<file path="src/rtl/framer_pkg.sv">
// Shared types and defaults for the TX packet framer.
// The top module's optional sequence check is enabled by the macro FRAMER_SEQ_CHECK_EN.
package framer_pkg;

    localparam int unsigned BEAT_WIDTH           = 512;
    localparam int unsigned DEF_REQ_ID_WIDTH     = 32;
    localparam int unsigned DEF_BEATS_PER_PACKET = 16;
    // Wide enough for the largest supported BEATS_PER_PACKET (255).
    localparam int unsigned BEAT_CNT_WIDTH       = 8;
    localparam int unsigned PKT_CNT_WIDTH        = 32;
    localparam int unsigned ERR_CNT_WIDTH        = 16;

    typedef logic [BEAT_WIDTH-1:0] beat_t;

    typedef enum logic [1:0] {
        StHdr  = 2'd0,
        StData = 2'd1,
        StFtr  = 2'd2
    } frame_state_e;

    function automatic logic [ERR_CNT_WIDTH-1:0] sat_inc_err(
        input logic [ERR_CNT_WIDTH-1:0] value
    );
        if (value == {ERR_CNT_WIDTH{1'b1}}) begin
            return value;
        end
        return value + ERR_CNT_WIDTH'(1);
    endfunction

endpackage

</file>
<file path="src/rtl/tx_packet_framer.sv">
// Frames the request-manager TX stream: header, fixed data beats, footer, with ID checking.
// Optional macro FRAMER_SEQ_CHECK_EN adds a header-to-header sequence check.
module tx_packet_framer
    import framer_pkg::*;
#(
    parameter int unsigned REQ_ID_WIDTH     = DEF_REQ_ID_WIDTH,
    parameter int unsigned BEATS_PER_PACKET = DEF_BEATS_PER_PACKET
) (
    input  logic                     clk,
    input  logic                     reset,
    input  logic [BEAT_WIDTH-1:0]    AXIS_RX_TDATA,
    input  logic                     AXIS_RX_TVALID,
    output logic                     AXIS_RX_TREADY,
    output logic [BEAT_WIDTH-1:0]    AXIS_TX_TDATA,
    output logic                     AXIS_TX_TVALID,
    output logic                     AXIS_TX_TLAST,
    output logic                     AXIS_TX_TUSER,
    input  logic                     AXIS_TX_TREADY,
    output logic [PKT_CNT_WIDTH-1:0] PKT_COUNT,
    output logic [ERR_CNT_WIDTH-1:0] ERR_COUNT,
    output logic                     FRAME_ERR
);

    frame_state_e               state_q, state_d;
    logic [BEAT_CNT_WIDTH-1:0]  cnt_q, cnt_d;
    logic [REQ_ID_WIDTH-1:0]    hdr_id_q, hdr_id_d;
    beat_t                      tx_data_q, tx_data_d;
    logic                       tx_valid_q, tx_valid_d;
    logic                       tx_last_q, tx_last_d;
    logic                       tx_user_q, tx_user_d;
    logic                       frame_err_q, frame_err_d;
    logic [PKT_CNT_WIDTH-1:0]   pkt_cnt_q, pkt_cnt_d;
    logic [ERR_CNT_WIDTH-1:0]   err_cnt_q, err_cnt_d;

    logic                       rx_ready;
    logic                       rx_hs;
    logic                       tx_hs;
    logic [REQ_ID_WIDTH-1:0]    rx_id;
    logic                       id_mismatch;
    logic                       ftr_bad;

    assign rx_id       = AXIS_RX_TDATA[REQ_ID_WIDTH-1:0];
    assign id_mismatch = (rx_id != hdr_id_q);

    // The output stage can take a new beat when empty or when its beat leaves this cycle.
    assign rx_ready = !reset && (!tx_valid_q || AXIS_TX_TREADY);
    assign rx_hs    = AXIS_RX_TVALID && rx_ready;
    assign tx_hs    = tx_valid_q && AXIS_TX_TREADY;

`ifdef FRAMER_SEQ_CHECK_EN
    logic seq_seen_q, seq_seen_d;
    logic seq_bad_q, seq_bad_d;

    always_comb begin
        seq_seen_d = seq_seen_q;
        seq_bad_d  = seq_bad_q;
        if (rx_hs && (state_q == StHdr)) begin
            // hdr_id_q still holds the previous header here.
            seq_bad_d  = seq_seen_q && (rx_id != (hdr_id_q + REQ_ID_WIDTH'(1)));
            seq_seen_d = 1'b1;
        end
    end

    always_ff @(posedge clk) begin
        if (reset) begin
            seq_seen_q <= 1'b0;
            seq_bad_q  <= 1'b0;
        end else begin
            seq_seen_q <= seq_seen_d;
            seq_bad_q  <= seq_bad_d;
        end
    end

    assign ftr_bad = id_mismatch || seq_bad_q;
`else
    assign ftr_bad = id_mismatch;
`endif

    always_comb begin
        state_d     = state_q;
        cnt_d       = cnt_q;
        hdr_id_d    = hdr_id_q;
        tx_data_d   = tx_data_q;
        tx_valid_d  = tx_valid_q;
        tx_last_d   = tx_last_q;
        tx_user_d   = tx_user_q;
        frame_err_d = 1'b0;
        pkt_cnt_d   = pkt_cnt_q;
        err_cnt_d   = err_cnt_q;

        if (tx_hs) begin
            tx_valid_d = 1'b0;
            if (tx_last_q) begin
                pkt_cnt_d = pkt_cnt_q + PKT_CNT_WIDTH'(1);
            end
        end

        if (rx_hs) begin
            tx_data_d  = AXIS_RX_TDATA;
            tx_valid_d = 1'b1;
            tx_last_d  = 1'b0;
            tx_user_d  = 1'b0;
            unique case (state_q)
                StHdr: begin
                    hdr_id_d = rx_id;
                    cnt_d    = BEAT_CNT_WIDTH'(BEATS_PER_PACKET);
                    state_d  = StData;
                end
                StData: begin
                    cnt_d = cnt_q - BEAT_CNT_WIDTH'(1);
                    if (cnt_q == BEAT_CNT_WIDTH'(1)) begin
                        state_d = StFtr;
                    end
                end
                StFtr: begin
                    tx_last_d   = 1'b1;
                    tx_user_d   = ftr_bad;
                    frame_err_d = ftr_bad;
                    if (ftr_bad) begin
                        err_cnt_d = sat_inc_err(err_cnt_q);
                    end
                    state_d = StHdr;
                end
                default: begin
                    state_d = StHdr;
                end
            endcase
        end
    end

    always_ff @(posedge clk) begin
        if (reset) begin
            state_q     <= StHdr;
            cnt_q       <= '0;
            hdr_id_q    <= '0;
            tx_data_q   <= '0;
            tx_valid_q  <= 1'b0;
            tx_last_q   <= 1'b0;
            tx_user_q   <= 1'b0;
            frame_err_q <= 1'b0;
            pkt_cnt_q   <= '0;
            err_cnt_q   <= '0;
        end else begin
            state_q     <= state_d;
            cnt_q       <= cnt_d;
            hdr_id_q    <= hdr_id_d;
            tx_data_q   <= tx_data_d;
            tx_valid_q  <= tx_valid_d;
            tx_last_q   <= tx_last_d;
            tx_user_q   <= tx_user_d;
            frame_err_q <= frame_err_d;
            pkt_cnt_q   <= pkt_cnt_d;
            err_cnt_q   <= err_cnt_d;
        end
    end

    assign AXIS_RX_TREADY = rx_ready;
    assign AXIS_TX_TDATA  = tx_data_q;
    assign AXIS_TX_TVALID = tx_valid_q;
    assign AXIS_TX_TLAST  = tx_last_q;
    assign AXIS_TX_TUSER  = tx_user_q;
    assign PKT_COUNT      = pkt_cnt_q;
    assign ERR_COUNT      = err_cnt_q;
    assign FRAME_ERR      = frame_err_q;

endmodule

</file>
<file path="config.mk">
export PLATFORM = sky130hd
export DESIGN_NAME = tx_packet_framer
export DESIGN_NICKNAME = d
export VERILOG_FILES = /design/src/rtl/framer_pkg.sv /design/src/rtl/tx_packet_framer.sv
export SDC_FILE = /design/constraint.sdc
export NUM_CORES = 1
export LEC_CHECK = 0
export BUFFER_PORTS_ARGS = -buffer_cell sky130_fd_sc_hd__buf_2
export CORE_AREA = 5 5 414 416
export CTS_BUF_LIST = sky130_fd_sc_hd__clkbuf_2 sky130_fd_sc_hd__clkbuf_4 sky130_fd_sc_hd__clkbuf_8
export DETAILED_ROUTE_END_ITERATION = 10
export DIE_AREA = 0 0 419 421
export GPL_ROUTABILITY_DRIVEN = 0
export PLACE_DENSITY = 0.33
export SLEW_MARGIN = 10
export SYNTH_ARGS = -nofsm -noshare
export SYNTH_HDL_FRONTEND = slang
export SYNTH_SLANG_ARGS = --single-unit
</file>
<file path="constraint.sdc">
create_clock -name clk -period 2.95 [get_ports clk]
set_clock_uncertainty 0.2 [all_clocks]
set_input_delay 0.59 -clock clk [delete_from_list [all_inputs] [get_ports clk]]
set_output_delay 0.59 -clock clk [all_outputs]
set_load 0.01 [all_outputs]
</file>
==> Yosys cells after proc, flatten, opt, wreduce, memory -nomap -nowiden <==
Cells that the tools add are included.
{ "totals": {"elab_cells": 48, "regBits": 606, "output_inout_bits": 565, "inputBits": 516} }
{ "op_classes": {"add_sub_neg": 3, "n_mux": 12, "eq_ne": 7, "n_bitwise": 1, "n_reduce_logical": 15} }
{ "op_table": {"columns": ["op", "count"], "rows": [
  ["$add A32 B1 Y32 const B", 1],
  ["$ne A32 B32 Y1", 1],
  ["$add A16 B1 Y16 const B", 1],
  ["$eq A16 B16 Y1 const B", 1],
  ["$mux W16", 1],
  ["$pmux W8 S2", 1],
  ["$eq A8 B1 Y1 const B", 1],
  ["$mux W1", 8],
  ["$reduce_and A2 Y1", 4],
  ["$sub A8 B1 Y8 const B", 1],
  ["$ne A2 B2 Y1 const B", 2],
  ["$pmux W2 S2", 1],
  ["$reduce_and A4 Y1", 1],
  ["$reduce_bool A2 Y1", 2],
  ["$logic_and A1 B1 Y1", 3],
  ["$eq A2 B1 Y1 const B", 1],
  ["$eq A2 B2 Y1 const B", 1],
  ["$logic_not A1 Y1", 2],
  ["$logic_not A2 Y1", 1],
  ["$mux W2", 1],
  ["$reduce_or A2 Y1", 1],
  ["$logic_or A1 B1 Y1", 1],
  ["$not A1 Y1", 1]
]} }

==> Depth between registers and ports, before layout <==
{ "logic_depth": {"depth_word": 7, "mapped_depth": 8, "depth_no_buf": 7} }

==> Worst setup path after synthesis <==
OpenSTA, ideal clock, no wires.
{ "synth_timing": {"kind": "input port to output port", "from": "input port reset", "to": "output port AXIS_RX_TREADY", "setup_slack_ps": 615, "t_required_ps": 2160, "arrival_ps": 1545, "n_path_buf": 3, "stages": 4, "path_cell_list": "clkbuf_1 -> clkbuf_1 -> buf_1 -> nor2_1"} }
{ "synth_between": {"elab_chain_len": 2} }
{ "synth_lines": {"columns": ["item", "line_no", "text"], "rows": [
  ["from (decl)", "tx_packet_framer.sv:10", "input logic reset,"],
  ["$logic_not A1 Y1", "tx_packet_framer.sv:46", "assign rx_ready = !reset && (!tx_valid_q || AXIS_TX_TREADY);"],
  ["$logic_and A1 B1 Y1", "tx_packet_framer.sv:46", null],
  ["to (decl)", "tx_packet_framer.sv:13", "output logic AXIS_RX_TREADY,"]
]} }
No other way between the ends.

==> Final worst setup path <==
{ "layout_timing": {"from": "input port AXIS_TX_TREADY", "to": "output port AXIS_RX_TREADY"} }
{ "layout_between": {"elab_chain_len": 2} }
{ "layout_lines": {"columns": ["item", "line_no", "text"], "rows": [
  ["from (decl)", "tx_packet_framer.sv:18", "input logic AXIS_TX_TREADY,"],
  ["$logic_or A1 B1 Y1", "tx_packet_framer.sv:46", null],
  ["$logic_and A1 B1 Y1", "tx_packet_framer.sv:46", null]
]} }
No other way between the ends.

==> results.md <==
- Gr ovfl total: 0
- Clock slew at reported path FFs: 0.05 ns
- Leakage: 16.63 nW
- Vias in the first global route: 24.17k
- Die Area: 0.1764 mm²
- Simple logic cell fraction of the synthesized area: 23.25%
- Post-DR vias/cell: 3.557
- Core ar.: 0.1668 mm²
- Adder-cell share of the synthesized area: 0.2313%
- Final ANT Viol Nets: 0
- Hold Path Class: flip-flop to flip-flop
- Critical-path maximum fanout: 4
- Clk sinks: 606
- Register-to-Register Path Depth: 6
- CP Launch Type: input port
- Crit path cell chain: dlygate4sd3_1 > buf_2 > nor2b_1 > nor2_1 > buf_2
- DR iter-0 viols: 1,144
- Pwr/cell area: 569.0 mW/mm²
- Worst VDD drop: 0.3138 mV
- Max_slew headroom: 33.73%
- H-tree level count: 3
- Largest net degree at the start of global routing: 127
- Share of cells above drive strength 1: 30.88%
- Post-Route WL: 111,800 µm
- DP Area: 0.02966 mm²
- Die X: 419 µm
- Starting Density: 12.97%
- Largest family of logic cells by synthesized area: simple AND/OR/NAND/NOR gates
- Worst path depth: 5
- Root buf cell: clkbuf_8
- Final period utilization: 93.05%
- Initial antenna violation count: 6
- Most common cell after layout, fill and taps aside: nand2_1
- Fin area: 0.03754 mm²
- Endpoints failing setup: 0
- Number of max-cap violations: 0
- Clock Path Buffers: 3
- Number of synthesis warnings: 0
- Most frequent cell on the critical path: buf_2
- Seq/Total Area, Yosys: 56.07%
- Worst Tran Pin Value: 0.9941 ns
- First drt pass iteration count: 5
- Fin crit period: 2.745 ns
- Mean area per synthesized cell: 7.935 µm²
- Io pins: 1,081
- Pins Over Slew Limit: 0
- DP Wirelength: 84,320 µm
- First-pass GRT wire length: 160,600 µm
- Port Buffers: 1,080
- Slowest-stage cell, CP: dlygate4sd3_1
- CP peak stage delay: 0.56 ns
- Setup crit end kind: output port
- Final core occ: 22.50%
- Total track usage: 12.03%
- Vias: 23.55k
- Sum of buffers and inverters on the critical path: 3
- Setup CP Type: input port to output port
- Unrepaired setup endpoints after global routing: no
- CP required: 2.16 ns
- DR WL/cell: 16.88 µm
- Inserted Clock Buffers: 117
- Post-synthesis compound-gate area fraction: 13.79%
- Fmax: 364.3 MHz
- Clk_lat worst skew: 0.82 ns
- Post-synthesis sequential element count: 606
- TritonCTS clock tree: done
- Synth Cell Area: 0.02164 mm²
- Final hold vios: 0
- Status: completed
- DIE HEIGHT: 421 µm
- Synth-to-layout area growth: 73.49%
- Setup_tns: 0 ns
- Post-Syn Nets: 3,247
- Unique masters post-synth: 42
- Syn Inst Count: 2,727
- Critical path arrival: 1.95 ns
- Row cnt: 150
- Most frequent cells in the layout: 1,115 x nand2_1, 1,079 x buf_2, 606 x dfxtp_1
- Total Nets Final: 4,838
- Post-CTS Setup Bufs: 0
- Xor/xnor share of the synthesized area: 2.590%
- Proportion of synthesized area in mux cells: 0.2486%
- Drt drc: 0
- Delay-heaviest family, CP: buffers and inverters
- Hold path cells: 2
-- logic make-up (layout without fill, tap and decap cells) --
| logic type | count (synthesis) | in the layout |
|---|---|---|
| AO/OA/AOI/OAI | 587 | 587 |
| buffers and inverters | 201 | 1888 |
| AND/OR/NAND/NOR | 1260 | 1260 |
| other | 0 | 2 |
| flip-flops | 606 | 606 |
| XOR/XNOR | 64 | 64 |
| multiplexers | 5 | 5 |
| adder cells (fa/ha/maj) | 4 | 4 |
-- worst min-delay path: cells and delay by family, from the launching register on --
kind            cells  cell delay (ns)
flops               1             0.30
simple gates        1             0.05
compound gates      1             0.05
-- metrics by stage --
step	power (mW)	hold slack [ns]	setup slack [ns]	cells
CTS	21.96	0.09911	0.02557	6618
finish	21.36	0.2426	0.2050	6620
global route	22.57	0.1824	0.02255	6620
global placement	11.70	0.2323	0.1098	5874
floorplan	10.24	0.2481	0.6150	2727
detailed placement	11.71	0.2360	0.1324	5874
-- flip-flops by register name (all words and copies together) (netlist names) --
name            count
AXIS_TX_TDATA     512
ERR_COUNT          16
PKT_COUNT          32
state_q             2
hdr_id_q           32
FRAME_ERR           1
AXIS_TX_TVALID      1
AXIS_TX_TLAST       1
cnt_q               8
AXIS_TX_TUSER       1
-- per-layer routing --
layer | part of all wire, % | wire length, µm | vias to the layer above | GRT usage (%)
met3 | 7.6 | 8490 | 141 | 3.850
li1 | - | - | 12051 | -
met4 | 2.5 | 2848 | 0 | 3.876
met2 | 51 | 57470 | 710 | 22.29
met1 | 38 | 42960 | 10644 | 12.83
met5 | 0 | 0 | - | 0
-- layout make-up --
type	count	area (µm²)
Multi-Input combinational cell	1920	8682
Inverter	8	37.54
Fill cell	18754	129300
Timing Repair Buffer	1665	11350
Tap cell	2204	2758
Sequential cell	606	12130
Clock buffer	204	2464
Antenna cell	2	5.005
Clock inverter	11	110.1
-- what timing repair did --
action | 4_1_cts | 5_1_grt
setup endpoints to repair | 0 | 3
gates resized for setup | 0 | 1
endpoints found under the hold margin | 561 | 0
hold buffers | 529 | 0
-- synth_stat cells (all sizes together) --
cell	count	area [µm²]
nor3b	3	45.05
nand2b	1	6.260
a21o	1	7.510
nand3	18	100.1
o31ai	8	60.06
and2	1	6.260
o211ai	1	7.510
and4	3	26.28
clkbuf	131	491.7
buf	62	307.8
or3b	2	17.52
a31o	1	8.760
or3	10	62.56
nor2	46	172.7
o21bai	1	18.77
o21ai	522	2613
nor2b	6	37.54
mux2	3	33.78
nor4	12	87.58
xor2	56	490.5
or4	7	52.55
nand4	13	81.33
a22oi	1	7.510
nand4b	1	8.760
mux2i	2	20.02
ha	4	50.05
a21oi	52	260.3
xnor2	8	70.07
and3	5	31.28
nand3b	3	22.52
dfxtp	606	12130
nor3	14	86.34
nand2	1115	4185
inv	8	30.03
-- where the power goes --
part           total, mW  internal, mW  switching (mW)  leakage, nW
clock               9.29          5.30            3.99         1.38
combinational       3.05          1.41            1.65         10.3
sequential          9.02          8.74           0.284         4.99
total               21.4          15.4            5.92         16.6
-- path summary, 6_finish.rpt --
kind	start	endpoint	slack, ns
min reg2reg	AXIS_TX_TDATA[44]	AXIS_TX_TDATA[44]	0.24
min	AXIS_TX_TDATA[44]	AXIS_TX_TDATA[44]	0.24
max	AXIS_TX_TREADY	AXIS_RX_TREADY	0.21
max reg2reg	AXIS_TX_TVALID	AXIS_TX_TDATA[80]	0.27
Power figures use the tool's default switching activity.
